[config.mk]
export PLATFORM = sky130hd
export DESIGN_NAME = axi4_mem_arbiter
export DESIGN_NICKNAME = d
export VERILOG_FILES = /design/src/rtl/axi4_mem_arbiter.sv
export SDC_FILE = /design/constraint.sdc
export NUM_CORES = 1
export LEC_CHECK = 0
export ABC_CLOCK_PERIOD_IN_PS = 6670
export BUFFER_PORTS_ARGS = -buffer_cell sky130_fd_sc_hd__buf_2
export CELL_PAD_IN_SITES_DETAIL_PLACEMENT = 1
export CELL_PAD_IN_SITES_GLOBAL_PLACEMENT = 1
export CORE_ASPECT_RATIO = 1.1
export CORE_MARGIN = 1
export CORE_UTILIZATION = 34
export CTS_BUF_LIST = sky130_fd_sc_hd__clkbuf_16
export CTS_CLUSTER_SIZE = 8
export DETAILED_ROUTE_END_ITERATION = 7
export PLACE_DENSITY = 0.88
export SYNTH_ARGS = -nofsm -noshare
export SYNTH_HDL_FRONTEND = slang
export SYNTH_SLANG_ARGS = --single-unit
[constraint.sdc]
create_clock -name hclk -period 6.67 [get_ports hclk]
set_clock_uncertainty 0.2 [all_clocks]
set_input_delay 0.3335 -clock hclk [delete_from_list [all_inputs] [get_ports hclk]]
set_output_delay 0.3335 -clock hclk [all_outputs]
set_load 0.02 [all_outputs]
[src/rtl/axi4_mem_arbiter.sv]
`default_nettype none
// ============================================================================
// Module : axi4_mem_arbiter
// Two-requester arbiter onto a single-outstanding AXI4 memory master port.
// Rev    : 1.0
// ============================================================================
module axi4_mem_arbiter #(
    parameter int PRIO_MODE   = 0,
    parameter int TIMEOUT_CYC = 256
) (
    input  logic        hclk,
    input  logic        hreset,
    input  logic [1:0]  req_valid,
    output logic [1:0]  req_ready,
    input  logic [63:0] req_addr,
    input  logic [63:0] req_wdata,
    input  logic [7:0]  req_wstrb,
    output logic [31:0] req_rdata,
    output logic        req_err,
    output logic        mem_axi_awvalid,
    input  logic        mem_axi_awready,
    output logic [31:0] mem_axi_awaddr,
    output logic [2:0]  mem_axi_awprot,
    output logic        mem_axi_wvalid,
    input  logic        mem_axi_wready,
    output logic [31:0] mem_axi_wdata,
    output logic [3:0]  mem_axi_wstrb,
    input  logic        mem_axi_bvalid,
    output logic        mem_axi_bready,
    output logic        mem_axi_arvalid,
    input  logic        mem_axi_arready,
    output logic [31:0] mem_axi_araddr,
    output logic [2:0]  mem_axi_arprot,
    input  logic        mem_axi_rvalid,
    output logic        mem_axi_rready,
    input  logic [31:0] mem_axi_rdata
);
    localparam logic [1:0] c_IDLE = 2'd0;
    localparam logic [1:0] c_ADDR = 2'd1;
    localparam logic [1:0] c_RESP = 2'd2;
    localparam logic [1:0] c_DONE = 2'd3;

    localparam int              c_CW    = $clog2(TIMEOUT_CYC + 2);
    localparam logic [c_CW-1:0] c_TO    = c_CW'(TIMEOUT_CYC);
    localparam logic            c_TO_EN = (TIMEOUT_CYC != 0);

    logic [1:0]      r_state;
    logic            r_gnt;
    logic            r_last;
    logic [31:0]     r_addr;
    logic [31:0]     r_wdata;
    logic [3:0]      r_wstrb;
    logic            r_awvalid;
    logic            r_wvalid;
    logic            r_arvalid;
    logic [c_CW-1:0] r_cnt;
    logic [31:0]     r_rdata;
    logic            r_err;

    logic            w_gnt;
    logic [31:0]     w_sel_addr;
    logic [31:0]     w_sel_wdata;
    logic [3:0]      w_sel_wstrb;
    logic            w_wr;
    logic            w_aw_ok;
    logic            w_w_ok;
    logic            w_resp;
    logic [c_CW-1:0] w_cnt_nxt;
    logic            w_expire;

    // On a tie, round-robin favours whoever was not served last.
    always_comb begin
        w_gnt = req_valid[1];
        if (req_valid == 2'b11) begin
            w_gnt = (PRIO_MODE == 1) ? 1'b0 : ~r_last;
        end
    end

    assign w_sel_addr  = w_gnt ? req_addr[63:32]  : req_addr[31:0];
    assign w_sel_wdata = w_gnt ? req_wdata[63:32] : req_wdata[31:0];
    assign w_sel_wstrb = w_gnt ? req_wstrb[7:4]   : req_wstrb[3:0];

    assign w_wr      = |r_wstrb;
    assign w_aw_ok   = ~r_awvalid | mem_axi_awready;
    assign w_w_ok    = ~r_wvalid | mem_axi_wready;
    assign w_resp    = w_wr ? mem_axi_bvalid : mem_axi_rvalid;
    assign w_cnt_nxt = r_cnt + c_CW'(1);
    assign w_expire  = c_TO_EN && (w_cnt_nxt == c_TO);

    always_ff @(posedge hclk) begin
        if (hreset) begin
            r_state   <= c_IDLE;
            r_gnt     <= 1'b0;
            r_last    <= 1'b1;
            r_addr    <= '0;
            r_wdata   <= '0;
            r_wstrb   <= '0;
            r_awvalid <= 1'b0;
            r_wvalid  <= 1'b0;
            r_arvalid <= 1'b0;
            r_cnt     <= '0;
            r_rdata   <= '0;
            r_err     <= 1'b0;
        end else begin
            case (r_state)
                c_IDLE: begin
                    if (|req_valid) begin
                        r_gnt     <= w_gnt;
                        r_addr    <= w_sel_addr;
                        r_wdata   <= w_sel_wdata;
                        r_wstrb   <= w_sel_wstrb;
                        r_awvalid <= |w_sel_wstrb;
                        r_wvalid  <= |w_sel_wstrb;
                        r_arvalid <= ~|w_sel_wstrb;
                        r_state   <= c_ADDR;
                    end
                end
                c_ADDR: begin
                    if (w_wr) begin
                        if (mem_axi_awready) r_awvalid <= 1'b0;
                        if (mem_axi_wready)  r_wvalid  <= 1'b0;
                        if (w_aw_ok && w_w_ok) begin
                            r_cnt   <= '0;
                            r_state <= c_RESP;
                        end
                    end else if (mem_axi_arready) begin
                        r_arvalid <= 1'b0;
                        r_cnt     <= '0;
                        r_state   <= c_RESP;
                    end
                end
                c_RESP: begin
                    // A response on the expiry cycle wins over the abort.
                    if (w_resp) begin
                        r_rdata <= w_wr ? 32'h0 : mem_axi_rdata;
                        r_err   <= 1'b0;
                        r_state <= c_DONE;
                    end else if (w_expire) begin
                        r_rdata <= 32'hDEADBEEF;
                        r_err   <= 1'b1;
                        r_state <= c_DONE;
                    end else begin
                        r_cnt <= w_cnt_nxt;
                    end
                end
                default: begin
                    r_last  <= r_gnt;
                    r_state <= c_IDLE;
                end
            endcase
        end
    end

    assign req_ready       = (r_state == c_DONE) ? (r_gnt ? 2'b10 : 2'b01) : 2'b00;
    assign req_rdata       = (r_state == c_DONE) ? r_rdata : 32'h0;
    assign req_err         = (r_state == c_DONE) & r_err;
    assign mem_axi_awvalid = r_awvalid;
    assign mem_axi_wvalid  = r_wvalid;
    assign mem_axi_arvalid = r_arvalid;
    assign mem_axi_awaddr  = r_addr;
    assign mem_axi_araddr  = r_addr;
    assign mem_axi_wdata   = r_wdata;
    assign mem_axi_wstrb   = r_wstrb;
    assign mem_axi_bready  = (r_state == c_RESP) & w_wr;
    assign mem_axi_rready  = (r_state == c_RESP) & ~w_wr;
    assign mem_axi_awprot  = 3'b000;
    assign mem_axi_arprot  = 3'b000;

endmodule
`default_nettype wire

### Word-level counts from Yosys, hierarchy flattened

Index checks and enable logic that the tools add are counted.

* bitwise operators: 9
* muxes and demuxes: 37
* eq/ne operators: 16
* add/sub/neg operators: 1
* reductions and logical operators: 17

Operator list (count)
* $mux 32: 6
* $mux 9: 5
* $pmux 9 s2: 1
* $mux 2: 8
* $ne 2x2->1 const B: 8
* $reduce_and 4->1: 4
* $mux 1: 12
* $add 9x1->9 const B: 1
* $eq 9x9->1 const B: 1
* $ne 3x3->1 const B: 3
* $reduce_or 4->1: 2
* $eq 2x2->1 const B: 3
* $pmux 1 s2: 3
* $pmux 2 s3: 1
* $reduce_bool 2->1: 3
* $reduce_and 5->1: 1
* $mux 4: 1
* $not 1->1: 4
* $reduce_and 2->1: 2
* $and 1x1->1: 3
* $reduce_or 3->1: 1
* $eq 2x1->1 const B: 1
* $logic_not 2->1: 1
* $or 1x1->1: 2
* 3 further kinds: 3

* logic and storage cells: 92
* output and inout port bits: 146
* register bits: 117
* bits of input ports: 177

### Depth between registers and ports, before layout

* depth in word-level cells: 7
* mapped depth: 8
* depth with buffers taken out: 7

### Least setup slack after synthesis

Ideal clock, no wire load.

* path kind: register to register
* from: reg r_wstrb[0], in the netlist mem_axi_wstrb[0]
* to: reg r_cnt[2]
* path buffers: 1
* data required time: 6.395 ns
* setup time: 0.075 ns
* arrival time: 1.984 ns
* period minus slack after synthesis: 2.259 ns
* stages on the path, launching flop included: 7
* path slack: 4.411 ns
* cells stage by stage: dfxtp_1 > nor4_2 > buf_4 > mux2i_1 > nor2_2 > or4_4 > o22ai_1

* word-level cells in the longest chain between the ends: 4
* elaborated cells between the ends (all ways): 8
* classes of those cells: eq/ne (3); mux (3); reduce/logical (2)

RTL lines
* start, declared: line 52 `logic [3:0] r_wstrb;`
* start signal, assigned: line 111 `r_wstrb <= w_sel_wstrb;`
* $reduce_or 4->1 (*): line 83 `assign w_wr = |r_wstrb;`
* $mux 1: line 86 `assign w_resp = w_wr ? mem_axi_bvalid : mem_axi_rvalid;`
* $ne 2x2->1 (no line)
* $reduce_and 5->1 (no line)
* end signal, assigned: line 143 `r_cnt <= w_cnt_nxt;`
* end, declared: line 56 `logic [c_CW-1:0] r_cnt;`

Every way passes the cells marked *; elsewhere a longest branch is shown, timed or not.
A chain may end at the register's enable or synchronous reset.

### Final worst setup path

* from: reg r_wstrb[0], in the netlist mem_axi_wstrb[0]
* to: reg r_rdata[27]

* word-level cells in the longest chain between the ends: 4
* elaborated cells between the ends (all ways): 6
* classes of those cells: mux (3); reduce/logical (3)

RTL lines
* $reduce_or 4->1 (*): line 83
* $mux 1: line 86
* $reduce_bool 2->1 (no line)
* $reduce_and 2->1 (no line)
* end signal, assigned: line 135 `r_rdata <= w_wr ? 32'h0 : mem_axi_rdata;`
* end, declared: line 57 `logic [31:0] r_rdata;`

Marked as above.

==> flow_results.xml <==
<?xml version="1.0" encoding="UTF-8"?>
<metrics>
  <group name="run_status">
    <metric name="status" unit="">finished, final reports clean</metric>
  </group>
  <group name="pwr">
    <metric name="power.density_cell_area" unit="nW/um^2">408</metric>
    <metric name="leakage" unit="nW">3.78</metric>
    <metric name="power.ir.vdd_worst" unit="mV">0.207</metric>
  </group>
  <group name="synth">
    <metric name="yosysWarningCount" unit="">0</metric>
    <metric name="synth_xor_area_share" unit="%">0</metric>
    <metric name="post_synthesis_sequential_element_count" unit="">117</metric>
    <metric name="yosys_most_used_dff" unit="">sky130_fd_sc_hd__dfxtp_1</metric>
    <metric name="syn-cell-area" unit="um^2">5850</metric>
    <metric name="combinational_family_with_the_most_area_after_synthesis" unit="">simple AND/OR/NAND/NOR gates</metric>
    <metric name="yosysSeqAreaShare" unit="%">40.1</metric>
    <metric name="synth_most_common_cell" unit="">sky130_fd_sc_hd__dfxtp_1</metric>
    <metric name="post_synth_fa_ha_maj_area_fraction" unit="%">1.07</metric>
    <metric name="synth.top_cell.area_share" unit="%">40.1</metric>
    <metric name="synth_top_cells_by_count" unit="">117 x sky130_fd_sc_hd__dfxtp_1, 76 x sky130_fd_sc_hd__nor2_1, 71 x sky130_fd_sc_hd__mux2i_1, 68 x sky130_fd_sc_hd__a211oi_1, 41 x sky130_fd_sc_hd__buf_4</metric>
    <metric name="synth_cell_type_count" unit="">54</metric>
    <metric name="synth-edff-count" unit="">0</metric>
    <metric name="synth-simple-area-share" unit="%">20.5</metric>
    <metric name="synth_compound_area_share" unit="%">16.5</metric>
    <metric name="synth_area_leader_cell" unit="">sky130_fd_sc_hd__dfxtp_1</metric>
    <metric name="async_reset_ff_share" unit="%">0</metric>
    <metric name="mux_share_of_post_synthesis_cell_area" unit="%">12.4</metric>
    <metric name="post_synth_inst_count" unit="">664</metric>
    <metric name="synth.avg_cell_area" unit="um^2">8.80</metric>
    <metric name="synth_area_leaders" unit="">sky130_fd_sc_hd__dfxtp_1 40%, sky130_fd_sc_hd__mux2i_1 12%, sky130_fd_sc_hd__a211oi_1 8.7%, sky130_fd_sc_hd__buf_4 5.3%, sky130_fd_sc_hd__nor2_1 4.9%</metric>
  </group>
  <group name="cts">
    <metric name="clock_tree.root_cell" unit="">sky130_fd_sc_hd__clkbuf_16</metric>
    <metric name="clkTransAtPathRegs" unit="ps">50</metric>
    <metric name="clock_tree.buffer_depth" unit="">2</metric>
    <metric name="cts_tree" unit="">done</metric>
    <metric name="clock-sinks" unit="">117</metric>
    <metric name="clock_insertion_delay_at_the_later_pin_of_the_skew_report" unit="ps">410</metric>
    <metric name="cts_resized" unit="">0</metric>
    <metric name="tritoncts.num_buffers" unit="">17</metric>
    <metric name="clock_tree.htree_level_count" unit="">4</metric>
  </group>
  <group name="placement">
    <metric name="post_dp_cell_area" unit="um^2">7240</metric>
    <metric name="dpl.hpwl" unit="um">15600</metric>
    <metric name="globalplace.congestion" unit="">0.845</metric>
    <metric name="port-buffer-count" unit="">316</metric>
  </group>
  <group name="sta">
    <metric name="normalized_max_slew_margin" unit="%">18.6</metric>
    <metric name="setup_viol" unit="">0</metric>
    <metric name="hold_viol_final" unit="">0</metric>
    <metric name="max_freq" unit="GHz">0.289</metric>
    <metric name="final_min_period_over_clock_period" unit="%">51.9</metric>
    <metric name="setup_total_negative_slack" unit="ps">0</metric>
    <metric name="timing.final.max_slew_violations" unit="">0</metric>
    <metric name="rsz0062_at_grt" unit="">false</metric>
    <metric name="worst-slew-pin-transition" unit="ps">1210</metric>
    <metric name="final_period_minus_worst_setup_slack" unit="ps">3460</metric>
  </group>
  <group name="drt">
    <metric name="route.detailed.vias_per_inst" unit="">5.20</metric>
    <metric name="num_vias" unit="">6023</metric>
    <metric name="wirelength" unit="um">21700</metric>
    <metric name="drtIter0Drc" unit="">206</metric>
    <metric name="drt_pre_antenna_iters" unit="">4</metric>
    <metric name="routedWlPerCell" unit="um">18.8</metric>
    <metric name="post-route-drc-count" unit="">0</metric>
    <metric name="drt.antenna.violating_nets" unit="">0</metric>
  </group>
  <group name="global_routing">
    <metric name="grt_pass1_vias" unit="">6253</metric>
    <metric name="globalRouteTotalUtil" unit="%">24.6</metric>
    <metric name="grt_remaining_overflow" unit="">0</metric>
    <metric name="grt_max_degree" unit="">94</metric>
    <metric name="antenna_found_initial" unit="">5</metric>
    <metric name="global_route_wire_length_before_repair" unit="um">33400</metric>
  </group>
  <group name="cells_and_area">
    <metric name="utilization_after_layout" unit="%">49.0</metric>
    <metric name="design_area" unit="um^2">8110</metric>
    <metric name="multiInputGateArea" unit="um^2">2990</metric>
    <metric name="drive_above_1_share" unit="%">39.0</metric>
    <metric name="total_area_of_sequential_cells" unit="um^2">2340</metric>
    <metric name="filler_cell_count" unit="">2006</metric>
    <metric name="design.final.nets" unit="">1123</metric>
    <metric name="synthToLayoutAreaGrowth" unit="%">38.7</metric>
  </group>
  <group name="floorplanning">
    <metric name="initial_utilization" unit="%">35.3</metric>
    <metric name="fp-row-count" unit="">49</metric>
    <metric name="core" unit="um^2">16600</metric>
    <metric name="boundaryPins" unit="">323</metric>
    <metric name="floorplan.die_area" unit="um^2">17700</metric>
    <metric name="width_of_the_chip" unit="um">127</metric>
    <metric name="chipHeight" unit="um">140</metric>
  </group>
  <group name="worst_setup_path">
    <metric name="critPathMaxFanout" unit="">26</metric>
    <metric name="worst_ep_arrival_time" unit="ps">3560</metric>
    <metric name="regToRegSetupSlack" unit="ps">3210</metric>
    <metric name="timing.critical_path.to_type" unit="">flip-flop</metric>
    <metric name="start_kind" unit="">flip-flop</metric>
    <metric name="criticalPathCategory" unit="">reg -&gt; reg</metric>
    <metric name="cp.required" unit="ps">6770</metric>
  </group>
  <group name="flow_run">
    <metric name="maxCapViolCount" unit="">0</metric>
  </group>
  <group name="worst_hold_path">
    <metric name="hold_path.class" unit="">in -&gt; reg</metric>
  </group>
</metrics>
[layout make-up]
| cell class | instances | area share (%) |
|---|---|---|
| Clock buffer | 17 | 5.25 |
| Sequential cell | 117 | 28.9 |
| Multi-Input combinational cell | 452 | 36.9 |
| Timing Repair Buffer | 342 | 22.6 |
| Inverter | 11 | 0.509 |
| Tap cell | 204 | 3.15 |
| Clock inverter | 14 | 2.67 |
| Antenna cell | 2 | 0.0617 |
[per-layer routing]
| metal | global-route usage (%) | part of all wire (%) |
|---|---|---|
| met5 | 0 | 0.12 |
| met4 | 8.58 | 2.1 |
| met3 | 9.27 | 8.7 |
| met2 | 43.6 | 51 |
| met1 | 26.6 | 38 |
[per-stage QoR]
step                      power [mW]  setup slack [ps]  instances  hold WS (ps)
final                           3.31              3210       1159          31.0
after global routing            3.49              3030       1157          25.4
after CTS                       3.34              3240       1157          2.51
after detailed placement        2.29              3300       1104           250
after global placement          2.25              3440       1104           232
after floorplan                 1.95              4410        669           224
[flip-flops by register name (all words and copies together) (netlist names), 2 cells and up]
name,count
mem_axi_araddr,32
r_cnt,9
mem_axi_wstrb,4
r_rdata,32
mem_axi_wdata,32
r_state,2
[what timing repair did]
item                                    CTS  global route
hold endpoints to repair                 22             0
buffers inserted                          0             0
hold buffers                             22             0
endpoints found under the setup margin    0             0
[placed cells by master (no fill, tap or decap), types with 14 or more instances in the layout]
cell / netlist / routed
sky130_fd_sc_hd__a211oi_1: 68 / 68
sky130_fd_sc_hd__nor3_1: 39 / 39
sky130_fd_sc_hd__a21oi_1: 32 / 32
sky130_fd_sc_hd__and2_1: 34 / 34
sky130_fd_sc_hd__nand2_1: 25 / 25
sky130_fd_sc_hd__clkbuf_16: 0 / 17
sky130_fd_sc_hd__buf_2: 10 / 315
sky130_fd_sc_hd__dlygate4sd3_1: 0 / 22
sky130_fd_sc_hd__nor2_1: 76 / 76
sky130_fd_sc_hd__mux2i_1: 71 / 71
sky130_fd_sc_hd__dfxtp_1: 117 / 117
sky130_fd_sc_hd__nand3_1: 14 / 14
[critical path, stage by stage (launching register included)]
cell,delay [ps]
sky130_fd_sc_hd__dfxtp_1,340
sky130_fd_sc_hd__nor4_2,1040
sky130_fd_sc_hd__mux2i_1,370
sky130_fd_sc_hd__nor2_2,930
sky130_fd_sc_hd__nor3_1,140
sky130_fd_sc_hd__nor3_1,320
[where the power goes]
group	total, mW	internal, mW	switching (mW)
combinational	1.27	0.429	0.837
sequential	1.02	0.891	0.133
clock	1.02	0.690	0.326
total	3.31	2.01	1.30
[logic make-up after synthesis]
family	Yosys count
mux	72
compound gates	138
simple gates	231
fa+ha+maj	5
buf+inv	100
flops	117
other cells	1
[path summary, 6_finish.rpt]
| path | endpoint | cells after the start | startpoint |
|---|---|---|---|
| worst min register to register | r_rdata[8] | 2 | r_rdata[8] |
| worst max register to register | r_rdata[27] | 5 | mem_axi_wstrb[0] |
| worst max-delay path | r_rdata[27] | 5 | mem_axi_wstrb[0] |
| worst min-delay path | r_rdata[3] | 3 | mem_axi_rdata[3] |
(Power assumes the default switching activity.)
